### config.mk
export PLATFORM = sky130hd
export DESIGN_NAME = pipe_ctrl
export DESIGN_NICKNAME = d
export VERILOG_FILES = /design/src/rtl/pipe_ctrl.sv
export SDC_FILE = /design/constraint.sdc
export NUM_CORES = 1
export LEC_CHECK = 0
export CAP_MARGIN = 20
export CELL_PAD_IN_SITES_DETAIL_PLACEMENT = 0
export CELL_PAD_IN_SITES_GLOBAL_PLACEMENT = 1
export CORE_MARGIN = 2
export CORE_UTILIZATION = 35
export CTS_CLUSTER_SIZE = 8
export DETAILED_ROUTE_END_ITERATION = 8
export PLACE_DENSITY = 0.78
export SETUP_SLACK_MARGIN = 0.5
export SLEW_MARGIN = 20
export SYNTH_ARGS = -nofsm -noshare
export SYNTH_HDL_FRONTEND = slang
export SYNTH_SLANG_ARGS = --single-unit
export TNS_END_PERCENT = 50
### constraint.sdc
create_clock -name clk -period 5.9 [get_ports clk]
set_input_delay 1.77 -clock clk [delete_from_list [all_inputs] [get_ports clk]]
set_output_delay 1.77 -clock clk [all_outputs]
set_load 0.05 [all_outputs]
### src/rtl/pipe_ctrl.sv
// Pipeline-control sequencer: stage enables, IF/ID flush, ID/EX bubble,
// halt drain sequencing, stall/flush performance counters and stall watchdog.
module pipe_ctrl #(
    parameter int DRAIN_CYCLES = 3,
    parameter int MAX_STALL    = 8,
    parameter int CNT_W        = 32
) (
    input  logic             clk,
    input  logic             rst_n,
    input  logic             stall_req,
    input  logic             branch_taken,
    input  logic             mem_busy,
    input  logic             halt_req,
    output logic             pc_en,
    output logic             if_id_en,
    output logic             id_ex_en,
    output logic             ex_mem_en,
    output logic             mem_wb_en,
    output logic             if_id_flush,
    output logic             id_ex_bubble,
    output logic             halted,
    output logic             err_deadlock,
    output logic [CNT_W-1:0] stall_count,
    output logic [CNT_W-1:0] flush_count
);

    typedef enum logic [1:0] {RUN, DRAIN, HALTED} state_t;

    localparam logic [3:0] DRAIN_INIT = 4'(DRAIN_CYCLES);
    localparam logic [7:0] STALL_MAX  = 8'(MAX_STALL);

    state_t           state_reg, state_next;
    logic [3:0]       drain_cnt_reg, drain_cnt_next;
    logic [7:0]       stall_run_reg, stall_run_next;
    logic             err_reg;
    logic [CNT_W-1:0] stall_count_reg, flush_count_reg;
    logic             stall_inc, flush_inc;

    always_ff @(posedge clk or negedge rst_n) begin
        if (!rst_n) begin
            state_reg       <= RUN;
            drain_cnt_reg   <= '0;
            stall_run_reg   <= '0;
            err_reg         <= 1'b0;
            stall_count_reg <= '0;
            flush_count_reg <= '0;
        end else begin
            state_reg     <= state_next;
            drain_cnt_reg <= drain_cnt_next;
            stall_run_reg <= stall_run_next;
            if (stall_run_next == STALL_MAX)
                err_reg <= 1'b1;
            stall_count_reg <= stall_count_reg + {{(CNT_W-1){1'b0}}, stall_inc};
            flush_count_reg <= flush_count_reg + {{(CNT_W-1){1'b0}}, flush_inc};
        end
    end

    always_comb begin
        state_next     = state_reg;
        drain_cnt_next = drain_cnt_reg;
        stall_run_next = stall_run_reg;
        stall_inc      = 1'b0;
        flush_inc      = 1'b0;
        pc_en          = 1'b0;
        if_id_en       = 1'b0;
        id_ex_en       = 1'b0;
        ex_mem_en      = 1'b0;
        mem_wb_en      = 1'b0;
        if_id_flush    = 1'b0;
        id_ex_bubble   = 1'b0;

        case (state_reg)
            RUN: begin
                if (mem_busy) begin
                    // full freeze; watchdog run length is held, not cleared
                end else if (branch_taken) begin
                    {pc_en, if_id_en, id_ex_en, ex_mem_en, mem_wb_en} = 5'b11111;
                    if_id_flush    = 1'b1;
                    id_ex_bubble   = 1'b1;
                    flush_inc      = 1'b1;
                    stall_run_next = '0;
                end else if (halt_req) begin
                    {pc_en, if_id_en, id_ex_en, ex_mem_en, mem_wb_en} = 5'b01111;
                    if_id_flush    = 1'b1;
                    id_ex_bubble   = 1'b1;
                    state_next     = DRAIN;
                    drain_cnt_next = DRAIN_INIT;
                    stall_run_next = '0;
                end else if (stall_req) begin
                    {pc_en, if_id_en, id_ex_en, ex_mem_en, mem_wb_en} = 5'b00111;
                    id_ex_bubble   = 1'b1;
                    stall_inc      = 1'b1;
                    stall_run_next = (stall_run_reg == STALL_MAX) ? STALL_MAX
                                                                  : stall_run_reg + 8'd1;
                end else begin
                    {pc_en, if_id_en, id_ex_en, ex_mem_en, mem_wb_en} = 5'b11111;
                    stall_run_next = '0;
                end
            end
            DRAIN: begin
                if_id_flush  = 1'b1;
                id_ex_bubble = 1'b1;
                if (!mem_busy) begin
                    {pc_en, if_id_en, id_ex_en, ex_mem_en, mem_wb_en} = 5'b01111;
                    drain_cnt_next = drain_cnt_reg - 4'd1;
                    if (drain_cnt_reg == 4'd1)
                        state_next = HALTED;
                end
            end
            HALTED: begin
            end
            default: state_next = RUN;
        endcase

        // While in reset the pipeline is held with NOPs injected.
        if (!rst_n) begin
            {pc_en, if_id_en, id_ex_en, ex_mem_en, mem_wb_en} = 5'b00000;
            if_id_flush  = 1'b1;
            id_ex_bubble = 1'b1;
        end
    end

    assign halted       = (state_reg == HALTED);
    assign err_deadlock = err_reg;
    assign stall_count  = stall_count_reg;
    assign flush_count  = flush_count_reg;

endmodule

Word level (Yosys, flattened, before mapping)
Index checks and enable logic that the tools add are counted.
{ "word_totals": {"in_bits": 6, "output_inout_bits": 73, "ff_bits": 79} }
{ "op_classes": {"muxes": 49, "n_reduce_logical": 5, "n_bitwise": 1, "n_eq_ne": 10, "n_addsub": 4} }
{ "ops": {"columns": ["cell", "count"], "rows": [
  ["adder 32 x 1 -> 32 bit", 2],
  ["two-way mux 8 bit", 6],
  ["two-way mux 1 bit", 29],
  ["== test 8 x 4 -> 1 bit (second input constant)", 2],
  ["two-way mux 4 bit", 4],
  ["two-way mux 2 bit", 5],
  ["!= test 2 bit (second input constant)", 5],
  ["adder 8 x 1 -> 8 bit (second input constant)", 1],
  ["case mux 4 bit (2 select lines)", 1],
  ["case mux 1 bit (2 select lines)", 3],
  ["case mux 2 bit (3 select lines)", 1],
  ["AND reduction 6 bit", 1],
  ["AND reduction 5 bit", 1],
  ["== test 4 x 1 -> 1 bit (second input constant)", 1],
  ["subtractor 4 x 1 -> 4 bit (second input constant)", 1],
  ["== test 2 x 1 -> 1 bit (second input constant)", 1],
  ["== test 2 bit (second input constant)", 1],
  ["zero test 2 bit", 1],
  ["nonzero test 2 bit", 1],
  ["OR reduction 2 bit", 1],
  ["NOT 1 bit", 1]
]} }

Logic depth before layout (Yosys ltp)
Gate-level depths: netlist of the first run.
{ "logic_depth": {"depth_word": 8, "depth_mapped": 9} }

Worst setup path after synthesis of the first run
Ideal clock, no wire load.
{ "synth_path": {"path_kind": "input to output", "from": "input port branch_taken", "to": "output port id_ex_bubble", "cell_stages": 5, "path_buffers": 0, "required_time_ps": 4130, "path_slack_ps": 639, "arrival_time_ps": 3491, "path_cell_list": "nor2_1 nor2_1 nor2_1 o21ai_0 a21o_1"} }
{ "synth_via": {"elab_chain_cells": 4} }
{ "synth_rtl": {"columns": ["element", "line", "source"], "rows": [
  ["from (decl)", "11", "input logic branch_taken,"],
  ["two-way mux 1 bit", "76", "end else if (branch_taken) begin"],
  ["two-way mux 1 bit", "74", "if (mem_busy) begin"],
  ["case mux 1 bit (2 select lines)", "72", "case (state_reg)"],
  ["two-way mux 1 bit", "116", "if (!rst_n) begin"],
  ["to (decl)", "20", "output logic id_ex_bubble,"]
]} }
Every way passes these cells.

Worst setup path after layout of the first run
{ "layout_path": {"from": "input port mem_busy", "to": "output port ex_mem_en"} }
{ "layout_via": {"elab_chain_cells": 3} }
{ "layout_rtl": {"columns": ["element", "line", "source"], "rows": [
  ["from (decl)", "12", "input logic mem_busy,"],
  ["two-way mux 1 bit", "74", null],
  ["two-way mux 1 bit", null, null],
  ["two-way mux 1 bit", "116", null],
  ["to (decl)", "17", "output logic ex_mem_en,"]
]} }
Every way passes these cells.

==> impl_metrics.py, run 1 <==
metrics = {
    "finish": {
        "finish.cell_count_without_fillers": 583,
        "final_layout_size_suffix_gt1_frac": 0.0649,
        "flow.area_growth_from_synthesis_pct": 30.8,
        "finish.net_count": 456,
        "layout.filler_cells": 962,
        "num_antenna_cells": 0,
        "multi_input_area_sq_um": 1700,
        "area.sequential_sq_um": 1980,
    },
    "placement": {
        "hpwl_mm": 5.79,
        "io_buffers": 78,
        "finalWeightedCongestion": 0.838,
        "dp_cells": 567,
        "placement_stage_worst_setup_slack_ns": 0.297,
    },
    "worst_setup_path": {
        "path_buf_inv": 3,
        "critical-path-top-delay-family": "buffers and inverters",
        "critPathKind": "input pin to primary output",
        "startpoint_type": "input pin",
        "timing.critical_path.slowest_cell_delay_ns": 0.80,
        "end_kind": "primary output",
        "worstPathArrival_ns": 3.68,
        "timing.critical_path.cells": "clkdlybuf4s50_1, nor2_1, nand2_1, inv_1, clkdlybuf4s50_1",
        "cp_common_cell": "sky130_fd_sc_hd__clkdlybuf4s50_1",
        "critical_path_s_slowest_cell": "sky130_fd_sc_hd__clkdlybuf4s50_1",
        "timing.critical_path.required_ns": 4.13,
        "critical_path_peak_fanout": 7,
    },
    "sta": {
        "clock-skew-final_ns": 0.0108,
        "final.setup.worst_slack_ns": 0.446,
        "rsz0062_at_grt": "yes",
        "max_clock_freq_mhz": 183,
        "post-route-period-util": 0.924,
        "finalSetupViolations": 0,
        "slew_viol_final": 0,
        "period_minus_slack_ns": 5.45,
        "max_slew.worst_pin.slew_ns": 0.677,
        "max-slew-margin-rel": 0.545,
        "setup_total_negative_slack_ns": 0,
        "finalHoldWorstSlack_ns": 0.471,
        "timing_hold_violations_final": 0,
    },
    "clock_tree": {
        "clkSlewWorstSetupHoldPaths_ns": 0.07,
        "post-cts-setup-buffer-count": 0,
        "clk_path_buf_depth": 2,
        "cts-hold-fix-buffers": 0,
        "cts_root_buffer": "sky130_fd_sc_hd__clkbuf_8",
        "number_of_clock_sinks_seen_by_cts": 79,
        "insertion_delay_of_the_later_clocked_pin_in_the_worst_skew_pair_ns": 0.34,
        "cts_made_buffers": 9,
        "cts_tree": "built",
        "cts_htree_levels": 3,
    },
    "logic_synthesis": {
        "synth_area_leader_cell": "sky130_fd_sc_hd__dfrtp_1",
        "post_synth_most_frequent_cells": "sky130_fd_sc_hd__dfrtp_1 (79), sky130_fd_sc_hd__xnor2_1 (42), sky130_fd_sc_hd__nand2_1 (38), sky130_fd_sc_hd__nor2_1 (28), sky130_fd_sc_hd__nand3_1 (25)",
        "postSynthRegisterBits": 79,
        "synth-main-ff-cell": "sky130_fd_sc_hd__dfrtp_1",
        "async_flop_share": 1.00,
        "synth.most_common_cell": "sky130_fd_sc_hd__dfrtp_1",
        "synth_warnings": 0,
        "postSynthAreaPerCell_sq_um": 10.5,
        "synth_enable_flop_cells": 0,
        "synth_top_area_frac": 0.526,
        "post_synthesis_sequential_area_ratio": 0.526,
        "post_synth_inst_count": 359,
        "post_synth_main_area_contributors": "sky130_fd_sc_hd__dfrtp_1 (53%), sky130_fd_sc_hd__xnor2_1 (9.8%), sky130_fd_sc_hd__xor2_1 (4.4%)",
        "synthesis.nets": 373,
        "post_synth_num_cell_types": 42,
        "synth_area_sq_um": 3760,
    },
    "grt": {
        "grt_max_degree": 51,
        "grt_pass1_vias": 2689,
        "global_route_wire_length_before_repair_mm": 13.0,
        "globalRouteTotalUtil": 0.140,
        "grt_remaining_overflow": 0,
        "antenna_violations_before_repair": 0,
    },
    "drt": {
        "detail_route.wirelength_mm": 7.70,
        "post-route-drc-count": 0,
        "initial_drc_count": 98,
        "routed_via_density": 4.93,
        "routed_wire_length_per_instance_um": 13.2,
        "post_drt_antenna_nets": 0,
        "route.vias.total": 2875,
        "drt-pass1-iter-count": 4,
    },
    "pwr": {
        "power_density_nw_per_um2": 291,
        "p_int_w": 0.000965,
        "power_frac_comb": 0.226,
        "static-leakage-power_nw": 2.18,
        "pwr-share-seq": 0.459,
        "sw_frac_of_total": 0.325,
        "clk_network_pwr_share": 0.316,
        "p_sw_w": 0.000465,
        "ir_worst_vdd_mv": 0.176,
    },
    "die": {
        "die-height_um": 108,
        "die_footprint_sq_um": 11600,
        "core.rowCount": 37,
        "initial_utilization": 0.363,
        "placeable_area_sq_um": 10400,
        "ioPinCount": 79,
        "die_x_um": 108,
    },
    "flow_run": {
        "cap_violations": 0,
    },
    "status": {
        "run_status": "completed",
    },
    "min_path": {
        "hold_path.class": "flip-flop to flip-flop",
    },
}
==> routing by layer <==
layer / up-vias / part of all wire / GRT usage
met5: - / 0 / 0
met4: 0 / 0.013 / 0.0559
li1: 1409 / - / -
met2: 61 / 0.46 / 0.211
met3: 9 / 0.043 / 0.0285
met1: 1396 / 0.49 / 0.198
==> cells by family after synthesis <==
logic type	count (synthesis)	share of synthesized area
buf+inv	20	0.0223
mux	1	0.00299
xor+xnor	61	0.142
fa+ha+maj	8	0.0266
compound gates	33	0.0572
flops	79	0.526
simple gates	157	0.223
==> cell type report <==
| class | count | area share |
|---|---|---|
| Clock buffer | 11 | 0.0308 |
| Clock inverter | 5 | 0.0163 |
| Inverter | 12 | 0.00916 |
| Multi-Input combinational cell | 260 | 0.346 |
| Sequential cell | 79 | 0.402 |
| Tap cell | 136 | 0.0346 |
| Timing Repair Buffer | 80 | 0.162 |
==> power groups by stage <==
stage	logic (W)	clock network, W	registers [W]
final	0.000323	0.000451	0.000656
after global routing	0.000351	0.000496	0.000664
after CTS	0.000327	0.000468	0.000656
after detailed placement	0.000329	0	0.000665
after global placement	0.000324	0	0.000664
after floorplan	0.000136	0	0.000735
==> cell usage in the layout, fill, tap and decap left out, drive strengths merged, types with 4 or more instances in the layout <==
master / count
nand4: 16
ha: 8
clkbuf: 11
nand3: 25
inv: 12
and2: 5
nand2: 38
xnor2: 42
nor2: 28
xor2: 19
a21oi: 4
o21ai: 14
nor3: 12
dfrtp: 79
and4: 9
clkdlybuf4s50: 72
and3: 12
==> what timing repair did <==
action	CTS	global route
setup endpoints to repair	6	4
hold endpoints to repair	0	0
gates resized for setup	3	2
==> final timing paths <==
check                             start         endpoint  slack [ns]  cells past startpoint
hold reg to reg            err_deadlock     err_deadlock        0.47                      2
hold / removal             err_deadlock     err_deadlock        0.47                      2
min in group asynchronous         rst_n   flush_count[2]        1.46                      2
setup / recovery               mem_busy        ex_mem_en        0.45                      5
setup reg to reg           state_reg[0]  stall_count[31]        2.75                      9
max in group asynchronous         rst_n  flush_count[24]        3.92                      2
==> worst reg2reg max path: stages (launching register included) <==
cell                      delay, ns
sky130_fd_sc_hd__dfrtp_1       0.55
sky130_fd_sc_hd__nor3_2        0.38
sky130_fd_sc_hd__nand3_1       0.33
sky130_fd_sc_hd__inv_1         0.27
sky130_fd_sc_hd__ha_1          0.20
sky130_fd_sc_hd__and2_1        0.22
sky130_fd_sc_hd__nand4_2       0.20
sky130_fd_sc_hd__nor3_1        0.57
sky130_fd_sc_hd__nand3_1       0.18
sky130_fd_sc_hd__xnor2_1       0.15
==> stage by stage <==
step	total power, W	area (sq um)	utilization
floorplan	0.000871	3760	-
global placement	0.000988	4680	0.452
detailed placement	0.000994	4680	0.452
CTS	0.00145	4910	0.474
global route	0.00151	4920	0.474
finish	0.00143	4920	0.474
Note: power is estimated with default switching activity, not from simulation.
==> run 2, diff against run 1 <==
==> constraint.sdc (replaced) <==
create_clock -name clk -period 6.5 [get_ports clk]
set_input_delay 1.95 -clock clk [delete_from_list [all_inputs] [get_ports clk]]
set_output_delay 1.95 -clock clk [all_outputs]
set_load 0.05 [all_outputs]
==> impl_metrics.py, run 2 (synthesis results as in run 1) <==
metrics = {
    "pwr": {
        "ir_worst_vdd_mv": 0.160,
        "pwr-share-seq": 0.445,
        "sw_frac_of_total": 0.322,
        "clk_network_pwr_share": 0.333,
        "p_sw_w": 0.000429,
        "power_density_nw_per_um2": 271,
        "static-leakage-power_nw": 2.17,
        "power_frac_comb": 0.222,
        "p_int_w": 0.000904,
        "total_power_w": 0.00133,
    },
    "placement": {
        "finalWeightedCongestion": 0.835,
        "io_buffers": 78,
        "hpwl_mm": 5.76,
    },
    "clock_tree": {
        "clkSlewWorstSetupHoldPaths_ns": 0.08,
        "post-cts-setup-buffer-count": 0,
        "clk_path_buf_depth": 2,
        "cts_made_buffers": 9,
        "insertion_delay_of_the_later_clocked_pin_in_the_worst_skew_pair_ns": 0.35,
        "cts-hold-fix-buffers": 0,
        "cts_htree_levels": 3,
        "number_of_clock_sinks_seen_by_cts": 79,
        "cts_root_buffer": "sky130_fd_sc_hd__clkbuf_8",
        "cts_tree": "built",
    },
    "sta": {
        "timing_hold_violations_final": 0,
        "post-route-period-util": 0.895,
        "period_minus_slack_ns": 5.82,
        "slew_viol_final": 0,
        "max-slew-margin-rel": 0.546,
        "rsz0062_at_grt": "no",
        "finalSetupViolations": 0,
        "max_clock_freq_mhz": 172,
        "clock-skew-final_ns": 0.0134,
        "setup_total_negative_slack_ns": 0,
        "max_slew.worst_pin.slew_ns": 0.675,
    },
    "min_path": {
        "hold_path.class": "flip-flop to flip-flop",
        "min_delay_path_depth": 2,
    },
    "worst_setup_path": {
        "critical_path_peak_fanout": 7,
        "startpoint_type": "input pin",
        "critPathKind": "input pin to primary output",
        "critical_path_s_slowest_cell": "sky130_fd_sc_hd__clkdlybuf4s50_1",
        "worstPathArrival_ns": 3.87,
        "end_kind": "primary output",
        "timing.critical_path.slowest_cell_delay_ns": 0.80,
        "timing.reg2reg.worst_path_depth": 9,
        "timing.critical_path.required_ns": 4.55,
        "timing.critical_path.cells": "clkdlybuf4s50_1, nor2_1, nand2_1, nor2_1, clkdlybuf4s50_1",
    },
    "finish": {
        "area.sequential_sq_um": 1980,
        "final_layout_size_suffix_gt1_frac": 0.0607,
        "multi_input_area_sq_um": 1700,
        "layout.filler_cells": 962,
        "leading_cell_types_in_the_layout_fill_and_taps_excluded": "sky130_fd_sc_hd__dfrtp_1 (79), sky130_fd_sc_hd__clkdlybuf4s50_1 (76), sky130_fd_sc_hd__xnor2_1 (42)",
        "finish.net_count": 455,
        "mostFrequentLayoutCell": "sky130_fd_sc_hd__dfrtp_1",
        "num_antenna_cells": 0,
        "flow.area_growth_from_synthesis_pct": 30.9,
    },
    "grt": {
        "grt_pass1_vias": 2706,
        "global_route_wire_length_before_repair_mm": 13.4,
        "antenna_violations_before_repair": 0,
        "grt_max_degree": 51,
        "globalRouteTotalUtil": 0.145,
        "grt_remaining_overflow": 0,
    },
    "die": {
        "die_footprint_sq_um": 11600,
        "ioPinCount": 79,
        "initial_utilization": 0.363,
        "core.rowCount": 37,
        "die-height_um": 108,
        "die_x_um": 108,
        "placeable_area_sq_um": 10400,
    },
    "drt": {
        "routed_wire_length_per_instance_um": 13.7,
        "initial_drc_count": 104,
        "drt-pass1-iter-count": 4,
        "detail_route.wirelength_mm": 7.94,
        "route.vias.total": 2855,
        "post_drt_antenna_nets": 0,
        "routed_via_density": 4.91,
        "post-route-drc-count": 0,
    },
    "status": {
        "run_status": "completed",
    },
    "flow_run": {
        "cap_violations": 0,
    },
}
-- run 2: power by group through the flow --
stage	clock, W	sequential [W]	combinational, W
3_5_place_dp	0	0.000602	0.000299
6_report	0.000443	0.000593	0.000296
2_1_floorplan	0	0.000667	0.000124
3_3_place_gp	0	0.000603	0.000294
4_1_cts	0.000459	0.000594	0.000301
5_1_grt	0.000482	0.000602	0.000319
-- run 2: layout make-up --
type / instances / share of cell area
clock buffer: 10 / 0.0280
inverter: 12 / 0.00915
clock inverter: 5 / 0.0216
multi-input combinational: 260 / 0.345
timing repair buffer: 79 / 0.160
sequential: 79 / 0.402
tap: 136 / 0.0346
-- run 2: layer usage --
metal  vias up  track usage  routed length (um)  part of all wire
met2        65        0.210                3540              0.45
met1      1382        0.211                3900              0.49
li1       1399            -                   -                 -
met4         0       0.0586                 106             0.013
met3         9       0.0303                 394             0.050
met5         -            0                   0                 0
-- run 2: path summary, 6_finish.rpt --
check / start / end / slack, ns
worst min register to register: err_deadlock / err_deadlock / 0.47
min in group asynchronous: rst_n / stall_run_reg[7] / 1.54
worst min-delay path: err_deadlock / err_deadlock / 0.47
max in group asynchronous: rst_n / stall_count[13] / 3.97
worst max-delay path: mem_busy / if_id_en / 0.68
worst max register to register: state_reg[0] / stall_count[25] / 3.33
-- run 2: worst max-delay path, delay by kind of cell --
family / cells / cell delay, ns
AND/OR/NAND/NOR: 3 / 0.58
buffers and inverters: 2 / 1.32
-- run 2: repair_timing --
item	in CTS	in global routing
resized for setup	0	1
setup endpoints to repair	0	1
hold endpoints to repair	0	0
-- run 2: metrics by stage --
stage / hold WS [ns] / area, sq um / setup slack, ns / util / std cells
3_3_place_gp: 0.452 / 4680 / 0.606 / 0.451 / 566
2_1_floorplan: 0.502 / 3760 / 0.879 / - / 359
4_1_cts: 0.478 / 4920 / 0.569 / 0.475 / 581
6_report: 0.471 / 4920 / 0.680 / 0.475 / 581
3_5_place_dp: 0.460 / 4680 / 0.584 / 0.451 / 566
5_1_grt: 0.488 / 4920 / 0.554 / 0.475 / 581
==> run 3, diff against run 2 <==
--- a/config.mk
+++ b/config.mk
@@ -8,6 +8,7 @@
 export CAP_MARGIN = 20
 export CELL_PAD_IN_SITES_DETAIL_PLACEMENT = 0
 export CELL_PAD_IN_SITES_GLOBAL_PLACEMENT = 1
+export CORE_ASPECT_RATIO = 0.6
 export CORE_MARGIN = 2
 export CORE_UTILIZATION = 35
 export CTS_CLUSTER_SIZE = 8
==> impl_metrics.py, run 3 (synthesis results as in run 1) <==
metrics = {
    "worst_setup_path": {
        "critical_path_peak_fanout": 7,
        "timing.reg2reg.worst_path_depth": 9,
        "critical_path_cell_count": 5,
        "cp_common_cell": "sky130_fd_sc_hd__clkdlybuf4s50_1",
        "end_kind": "primary output",
        "worstPathArrival_ns": 3.94,
        "timing.critical_path.required_ns": 4.55,
        "critPathKind": "input pin to primary output",
        "timing.critical_path.cells": "clkdlybuf4s50_1, nor2_1, nand2_1, inv_1, clkdlybuf4s50_1",
        "path_buf_inv": 3,
        "critPathLaunch": "mem_busy",
        "crit_path_end": "mem_wb_en",
        "setup.reg_to_reg.worst_slack_ns": 3.30,
        "critical-path-top-delay-family": "buffers and inverters",
        "rr_startpoint": "state_reg[0]",
        "critical_path_s_slowest_cell": "sky130_fd_sc_hd__clkdlybuf4s50_1",
        "startpoint_type": "input pin",
        "timing.rr.end": "stall_count[31]",
        "timing.critical_path.slowest_cell_delay_ns": 0.83,
    },
    "drt": {
        "initial_drc_count": 171,
        "post_drt_antenna_nets": 0,
        "drt-pass1-iter-count": 4,
        "routed_via_density": 4.94,
        "route.vias.total": 2885,
        "routed_wire_length_per_instance_um": 14.0,
        "detail_route.wirelength_mm": 8.20,
        "post-route-drc-count": 0,
    },
    "die": {
        "ioPinCount": 79,
        "core.rowCount": 29,
        "die_footprint_sq_um": 11600,
        "die_x_um": 138,
        "die-height_um": 84.3,
        "placeable_area_sq_um": 10500,
        "initial_utilization": 0.357,
    },
    "clock_tree": {
        "ctsResizeCount": 0,
        "insertion_delay_of_the_later_clocked_pin_in_the_worst_skew_pair_ns": 0.34,
        "number_of_clock_sinks_seen_by_cts": 79,
        "cts_root_buffer": "sky130_fd_sc_hd__clkbuf_16",
        "cts_made_buffers": 9,
        "cts-hold-fix-buffers": 0,
        "cts_tree": "built",
        "cts_htree_levels": 3,
        "post-cts-setup-buffer-count": 0,
        "clk_path_buf_depth": 2,
        "clkSlewWorstSetupHoldPaths_ns": 0.06,
    },
    "pwr": {
        "pwr-share-seq": 0.427,
        "ir_worst_vdd_mv": 0.150,
        "p_int_w": 0.000947,
        "sw_frac_of_total": 0.321,
        "clk_network_pwr_share": 0.359,
        "power_density_nw_per_um2": 280,
        "static-leakage-power_nw": 2.20,
        "power_frac_comb": 0.214,
        "p_sw_w": 0.000447,
    },
    "grt": {
        "globalRouteTotalUtil": 0.152,
        "grt_busiest_layer": "met1",
        "grt_pass1_vias": 2720,
        "met3_resource_use_gr": 0.0501,
        "grt.met2_usage": 0.212,
        "gr-usage-met1": 0.226,
        "grt_max_degree": 73,
        "grt_remaining_overflow": 0,
        "global_route_wire_length_before_repair_mm": 13.9,
        "antenna_violations_before_repair": 0,
    },
    "placement": {
        "hpwl_mm": 5.90,
        "finalWeightedCongestion": 0.837,
        "io_buffers": 78,
    },
    "finish": {
        "num_antenna_cells": 0,
        "final_layout_size_suffix_gt1_frac": 0.0607,
        "leading_cell_types_in_the_layout_fill_and_taps_excluded": "sky130_fd_sc_hd__dfrtp_1 (79), sky130_fd_sc_hd__clkdlybuf4s50_1 (76), sky130_fd_sc_hd__xnor2_1 (42)",
        "flow.area_growth_from_synthesis_pct": 32.4,
        "finish.net_count": 455,
        "mostFrequentLayoutCell": "sky130_fd_sc_hd__dfrtp_1",
    },
    "sta": {
        "max_clock_freq_mhz": 170,
        "period_minus_slack_ns": 5.89,
        "max-slew-margin-rel": 0.394,
        "rsz0062_at_grt": "yes",
        "clock-skew-final_ns": 0.00945,
        "finalSetupViolations": 0,
        "slew_viol_final": 0,
        "max_slew.worst_pin.slew_ns": 0.909,
        "timing_hold_violations_final": 0,
        "finalHoldWorstSlack_ns": 0.466,
        "post-route-period-util": 0.906,
        "setup_total_negative_slack_ns": 0,
    },
    "min_path": {
        "hold_path.class": "flip-flop to flip-flop",
        "min_delay_path_depth": 2,
        "hold_path.startpoint": "err_deadlock",
    },
    "flow_run": {
        "cap_violations": 0,
    },
    "status": {
        "run_status": "completed",
    },
}
run 3: worst register-to-register path: cells and delay by family, from the launching register on:
kind / cells / cell delay (ns)
buffers and inverters: 1 / 0.27
XOR/XNOR: 1 / 0.16
AND/OR/NAND/NOR: 6 / 1.93
adder cells (fa/ha/maj): 1 / 0.21
flip-flops: 1 / 0.53
run 3: how the worst min path moves through the flow:
stage | to
finish | err_deadlock
detailed placement | err_deadlock
global route | flush_count[31]
global placement | flush_count[31]
floorplan | drain_cnt_reg[2]
CTS | flush_count[31]
run 3: cell type report:
class | count | area [sq um]
Fill cell | 981 | 5540
Sequential cell | 79 | 1980
Multi-Input combinational cell | 260 | 1700
Timing Repair Buffer | 79 | 788
Clock buffer | 10 | 239
Tap cell | 139 | 174
Clock inverter | 5 | 56.3
Inverter | 12 | 45.0
run 3: power groups by stage:
stage	Clock [W]	Sequential (W)	Combinational (W)
3_5_place_dp	0	0.000602	0.000299
6_report	0.000501	0.000595	0.000298
2_1_floorplan	0	0.000667	0.000124
3_3_place_gp	0	0.000602	0.000297
5_1_grt	0.000540	0.000605	0.000320
4_1_cts	0.000515	0.000595	0.000301
run 3: metrics by stage:
stage	std cells	power [W]	cell area (sq um)	setup slack, ns	util
after CTS	584	0.00141	4980	0.560	0.473
after floorplan	359	0.000791	3760	0.879	-
final	584	0.00139	4980	0.614	0.473
after detailed placement	569	0.000901	4680	0.568	0.445
after global routing	584	0.00147	4980	0.498	0.473
after global placement	569	0.000898	4680	0.609	0.445
run 3: per-layer routing:
layer  up-vias  routed length [um]
met4         0                  89
li1       1413                   -
met1      1402                4190
met5         -                   0
met2        57                3470
met3        13                 448
==> RTL change 1 (settings of run 1) <==
Re-encode `state_t` (3 states) as one-hot, 3 bits wide.
--- a/src/rtl/pipe_ctrl.sv
+++ b/src/rtl/pipe_ctrl.sv
@@ -24,7 +24,7 @@
     output logic [CNT_W-1:0] flush_count
 );
 
-    typedef enum logic [1:0] {RUN, DRAIN, HALTED} state_t;
+    typedef enum logic [2:0] {RUN = 3'b001, DRAIN = 3'b010, HALTED = 3'b100} state_t;
 
     localparam logic [3:0] DRAIN_INIT = 4'(DRAIN_CYCLES);
     localparam logic [7:0] STALL_MAX  = 8'(MAX_STALL);
Function: same outputs for any inputs over 10 cycles, from zero or initial values and one cycle with rst_n low; not proved beyond that.
==> RTL change 1 against run 1 <==
Sequential cell count rose by 1; via count rose by 0.38%; total power fell by 14%; critical path depth did not move; combinational power fell by 24%; wire length rose by 3.5%; area after synthesis rose by 1.1%; cell area fell by 0.69%; setup slack improved by 0.058 ns; highest routed layer unchanged.
==> RTL change 1: results (changes against run 1) <==
<table>
<tr><th>Metric</th><th>Value</th></tr>
<tr><th colspan="2">Timing</th></tr>
<tr><td>Clock Skews</td><td>0.01312 ns (+0.002270 ns)</td></tr>
<tr><td>Worst Tran Pin Value</td><td>0.6667 ns (-0.01045 ns)</td></tr>
<tr><th colspan="2">Final layout</th></tr>
<tr><td>Net count reported at finish</td><td>454 (-0.44%)</td></tr>
<tr><td>Fraction of final layout cells with drive strength greater than 1</td><td>7.191% (+0.70 points)</td></tr>
<tr><th colspan="2">Pwr</th></tr>
<tr><td>Switching power share of the total</td><td>33.83% (+1.3 points)</td></tr>
<tr><td>IR Drop Worst-Case VDD</td><td>0.0001318 V (-25%)</td></tr>
<tr><td>Static Leakage</td><td>2.170 nW (-0.58%)</td></tr>
<tr><th colspan="2">Synth</th></tr>
<tr><td>Number of distinct library cells after synthesis</td><td>48 (+14%)</td></tr>
<tr><td>Warnings, synthesis</td><td>0 (unchanged)</td></tr>
<tr><td>Post-synth net total</td><td>372 (-0.27%)</td></tr>
<tr><td>Commonest cells in the synthesized netlist</td><td>79 x sky130_fd_sc_hd__dfrtp_1, 36 x sky130_fd_sc_hd__nor2_1, 36 x sky130_fd_sc_hd__xnor2_1</td></tr>
<tr><td>Area contributors post-synth</td><td>sky130_fd_sc_hd__dfrtp_1 52%, sky130_fd_sc_hd__xnor2_1 8.3%, sky130_fd_sc_hd__xor2_1 6.0%</td></tr>
<tr><td>Share of the yosys chip area belonging to registers</td><td>52.72% (+0.14 points)</td></tr>
<tr><th colspan="2">CTS</th></tr>
<tr><td>Clock-pin slew reported for the worst setup and hold paths after clock tree synthesis</td><td>0.08 ns</td></tr>
<tr><th colspan="2">GRT</th></tr>
<tr><td>Pin count of the biggest net entering global routing</td><td>55 (+7.8%)</td></tr>
<tr><td>Vias in the first global route</td><td>2778 (+3.3%)</td></tr>
<tr><td>Global-route total usage across every layer</td><td>14.31% (+0.30 points)</td></tr>
<tr><td>Global-route wire length before repair</td><td>13420 um (+3.6%)</td></tr>
<tr><td>Number of antenna violations at the first check in global routing</td><td>1 (+1)</td></tr>
<tr><th colspan="2">Detailed routing</th></tr>
<tr><td>Total length of routed wires</td><td>7968 um (+3.5%)</td></tr>
<tr><td>DR vias</td><td>2886 (+0.38%)</td></tr>
<tr><td>1st-iter DRT viols</td><td>111 (+13%)</td></tr>
<tr><th colspan="2">Status</th></tr>
<tr><td>Run status</td><td>completed</td></tr>
<tr><th colspan="2">Placement</th></tr>
<tr><td>Detailed-placement wirelength estimate</td><td>5833 um (+0.71%)</td></tr>
<tr><td>Global placement routability congestion</td><td>0.8083 (-3.5%)</td></tr>
<tr><th colspan="2">Critical path</th></tr>
<tr><td>Endpoint arrival time on the critical path</td><td>3.63 ns (-0.05 ns)</td></tr>
</table>
## RTL change 1: layout make-up
| class | instances | area (um2) |
|---|---|---|
| timing repair buffer | 80 | 784.5 |
| antenna | 1 | 2.502 |
| fill | 1042 | 5814 |
| multi-input combinational | 261 | 1710 |
| sequential | 80 | 2003 |
| clock buffer | 9 | 123.9 |
| clock inverter | 7 | 53.80 |
| inverter | 8 | 30.03 |
| tap | 140 | 175.2 |
## RTL change 1: routing by layer
metal | track usage (%) | vias to the layer above | share of wire, % | wire length (um)
li1 | - | 1411 | - | -
met4 | 4.670 | 0 | 1.2 | 98
met5 | 0 | - | 0 | 0
met1 | 18.93 | 1404 | 47 | 3762
met2 | 23.54 | 61 | 47 | 3732
met3 | 2.954 | 10 | 4.7 | 375
## RTL change 1: power groups by stage
stage	sequential [mW]	clock [mW]	combinational [mW]
floorplan	0.724	0	0.0554
global placement	0.630	0	0.246
detailed placement	0.631	0	0.249
CTS	0.620	0.385	0.249
global route	0.626	0.411	0.259
finish	0.619	0.367	0.244
## RTL change 1: repair_timing
item                                    4_1_cts  5_1_grt
pin swaps                                     0        0
resized for setup                             1        1
hold endpoints to repair                      0        0
endpoints found under the setup margin        3        2
## RTL change 1: cell families after synthesis
family	after synthesis	share of synthesized area, %
multiplexers	2	0.5269
buffers and inverters	17	2.370
XOR/XNOR	62	14.29
flip-flops	80	52.72
adder cells (fa/ha/maj)	8	2.634
AND/OR/NAND/NOR	158	21.80
AO/OA/AOI/OAI	31	5.664
## RTL change 1: worst max-delay path, stage by stage
cell                              delay (ns)
sky130_fd_sc_hd__clkdlybuf4s50_1        0.51
sky130_fd_sc_hd__nor2_1                 0.17
sky130_fd_sc_hd__nand2_1                0.07
sky130_fd_sc_hd__a21oi_1                0.24
sky130_fd_sc_hd__clkdlybuf4s50_1        0.86
## RTL change 1: path summary, 6_finish.rpt
path | cells after the start | endpoint | slack [ns] | start
max | 5 | id_ex_en | 0.50 | mem_busy
min | 1 | flush_count[31] | 0.47 | flush_count[31]
max reg2reg | 9 | flush_count[30] | 2.84 | state_reg[0]
min reg2reg | 1 | flush_count[31] | 0.47 | flush_count[31]
max in group asynchronous | 3 | flush_count[4] | 3.46 | rst_n
min in group asynchronous | 2 | stall_count[15] | 1.45 | rst_n
## RTL change 1: metrics by stage
step / cell area, um2 / hold WS (ns) / std cells / worst slack (ns)
2_1_floorplan: 3804 / 0.4879 / 358 / 0.5932
3_3_place_gp: 4702 / 0.4561 / 569 / 0.5625
3_5_place_dp: 4702 / 0.4627 / 569 / 0.4978
4_1_cts: 4878 / 0.4785 / 585 / 0.4915
5_1_grt: 4881 / 0.5005 / 585 / 0.3646
6_report: 4883 / 0.4689 / 586 / 0.5043
==> RTL change 2 (settings of run 1) <==
Made on the original files. Change the parameter `CNT_W` from 32 to 16.
--- a/src/rtl/pipe_ctrl.sv
+++ b/src/rtl/pipe_ctrl.sv
@@ -3,7 +3,7 @@
 module pipe_ctrl #(
     parameter int DRAIN_CYCLES = 3,
     parameter int MAX_STALL    = 8,
-    parameter int CNT_W        = 32
+    parameter int CNT_W        = 16
 ) (
     input  logic             clk,
     input  logic             rst_n,
Ports: changed (resized flush_count and stall_count); port bits go from 79 to 47. No check against the original RTL was run, so the function may have changed too.
==> RTL change 2 against run 1 <==
Utilization down 1.5 points; wire length shrank 43%; sequential cell count decreased by 32; sequential share of layout area increased by 0.35 points; first-iteration DRC count shrank 8.2%; setup slack improved by 0.064 ns; cell area shrank 41%; global-route usage down 1.0 points; area after synthesis down 40%; via count fell by 41%; clock skew is 0.0033 ns lower; fmax grew 1.2%; largest cell class unchanged; total power fell by 31%; clock power shrank 54%.
==> RTL change 2: results (changes against run 1) <==
<table>
<tr><th>Metric</th><th>Value</th></tr>
<tr><th colspan="2">Pwr</th></tr>
<tr><td>Static Leakage</td><td>1.303 nW (-40%)</td></tr>
<tr><td>IR Drop Worst-Case VDD</td><td>0.0002506 V (+43%)</td></tr>
<tr><th colspan="2">Detailed routing</th></tr>
<tr><td>Total length of routed wires</td><td>4413 um (-43%)</td></tr>
<tr><td>DR vias</td><td>1688 (-41%)</td></tr>
<tr><th colspan="2">Synth</th></tr>
<tr><td>Commonest cells in the synthesized netlist</td><td>47 x sky130_fd_sc_hd__dfrtp_1, 21 x sky130_fd_sc_hd__xnor2_1, 17 x sky130_fd_sc_hd__nand2_1, 17 x sky130_fd_sc_hd__nor2_1</td></tr>
<tr><td>Avg Synthesized Cell Area</td><td>10.51 um2 (+0.39%)</td></tr>
<tr><td>Area contributors post-synth</td><td>sky130_fd_sc_hd__dfrtp_1 52%, sky130_fd_sc_hd__xnor2_1 8.1%, sky130_fd_sc_hd__ha_1 4.4%</td></tr>
<tr><td>Share of the yosys chip area belonging to registers</td><td>51.79% (-0.79 points)</td></tr>
<tr><td>Post-synth net total</td><td>230 (-38%)</td></tr>
<tr><th colspan="2">GRT</th></tr>
<tr><td>Global-route total usage across every layer</td><td>13.00% (-1.0 points)</td></tr>
<tr><td>Vias in the first global route</td><td>1614 (-40%)</td></tr>
<tr><td>Global-route wire length before repair</td><td>7472 um (-42%)</td></tr>
<tr><td>Pin count of the biggest net entering global routing</td><td>48 (-5.9%)</td></tr>
<tr><th colspan="2">Final layout</th></tr>
<tr><td>Fillers</td><td>625 (-35%)</td></tr>
<tr><td>Net count reported at finish</td><td>279 (-39%)</td></tr>
<tr><th colspan="2">Status</th></tr>
<tr><td>Run status</td><td>completed</td></tr>
<tr><th colspan="2">Min path</th></tr>
<tr><td>Destination of the worst hold path</td><td>stall_count[15]</td></tr>
<tr><td>Worst hold path stage count</td><td>1 (-1)</td></tr>
<tr><th colspan="2">Timing</th></tr>
<tr><td>Final worst hold slack</td><td>0.4769 ns (+0.006176 ns)</td></tr>
<tr><th colspan="2">CTS</th></tr>
<tr><td>Inserted Clock Buffers</td><td>5 (-4)</td></tr>
<tr><td>Number of gates resized after CTS</td><td>1 (-2)</td></tr>
<tr><td>Clock H-tree levels</td><td>2 (-1)</td></tr>
<tr><th colspan="2">Placement</th></tr>
<tr><td>Detailed-placement wirelength estimate</td><td>3191 um (-45%)</td></tr>
<tr><th colspan="2">Critical path</th></tr>
<tr><td>Depth of the worst register-to-register path</td><td>8 (-1)</td></tr>
<tr><td>Endpoint of the worst register-to-register path</td><td>flush_count[14]</td></tr>
</table>
RTL change 2: cell count changes in the layout (fill, tap and decap cells not counted), moves of 11 or more:
cell,before,now
sky130_fd_sc_hd__dfrtp_1,79,47
sky130_fd_sc_hd__clkdlybuf4s50_1,72,43
sky130_fd_sc_hd__nand2_1,38,17
sky130_fd_sc_hd__xnor2_1,42,21
sky130_fd_sc_hd__nand3_1,25,12
sky130_fd_sc_hd__nor2_1,28,17
sky130_fd_sc_hd__xor2_1,19,8
RTL change 2: critical path: cells and delay by family:
kind	cells	cell delay, ns
buffers and inverters	2	1.40
AOI/OAI and AO/OA	1	0.26
and+or+nand+nor	3	0.19
RTL change 2: final cells by class:
cell class | count | share of cell area, %
timing repair buffer | 48 | 16.26
tap | 77 | 3.322
clock inverter | 2 | 0.5608
inverter | 10 | 1.294
sequential | 47 | 40.55
clock buffer | 6 | 2.847
multi-input combinational | 153 | 35.16
RTL change 2: stage by stage:
step                      util [%]  area (um2)  power [mW]  worst slack [ns]
after floorplan                  -        2271      0.6669            0.6343
after global placement       44.35        2800      0.7778            0.4833
after detailed placement     44.35        2800      0.7850            0.4680
after CTS                    45.90        2898      0.9946            0.4937
after global routing         45.94        2900       1.042            0.3659
final                        45.94        2900      0.9839            0.5105
RTL change 2: worst max path at each step:
stage	startpoint	to	slack (ns)
final	branch_taken	if_id_flush	0.51
after global routing	branch_taken	if_id_flush	0.37
after CTS	branch_taken	id_ex_bubble	0.49
after detailed placement	stall_req	if_id_en	0.47
after global placement	stall_req	if_id_en	0.48
after floorplan	halt_req	id_ex_bubble	0.63
RTL change 2: kinds of logic after synthesis:
family                     count (synthesis)  share of synthesized area (%)
and+or+nand+nor                           84                          19.17
DFF                                       47                          51.79
AOI/OAI and AO/OA                         31                          9.642
xor gates and xnor gates                  29                          11.18
buffers and inverters                     16                          3.306
adders and majority gates                  8                          4.408
muxes                                      1                         0.4958
RTL change 2: routing by layer:
metal / track usage [%] / part of all wire, % / up-vias
li1: - / - / 850
met5: 0 / 0 / -
met4: 5.051 / 1.6 / 0
met3: 3.736 / 5.8 / 9
met1: 18.27 / 49 / 784
met2: 18.97 / 44 / 45
RTL change 2: power groups by stage:
stage               logic, mW  clock network [mW]  registers (mW)
floorplan               0.140                   0           0.527
detailed placement      0.343                   0           0.442
CTS                     0.343               0.215           0.436
finish                  0.338               0.209           0.436
global placement        0.337                   0           0.441
global route            0.365               0.231           0.446
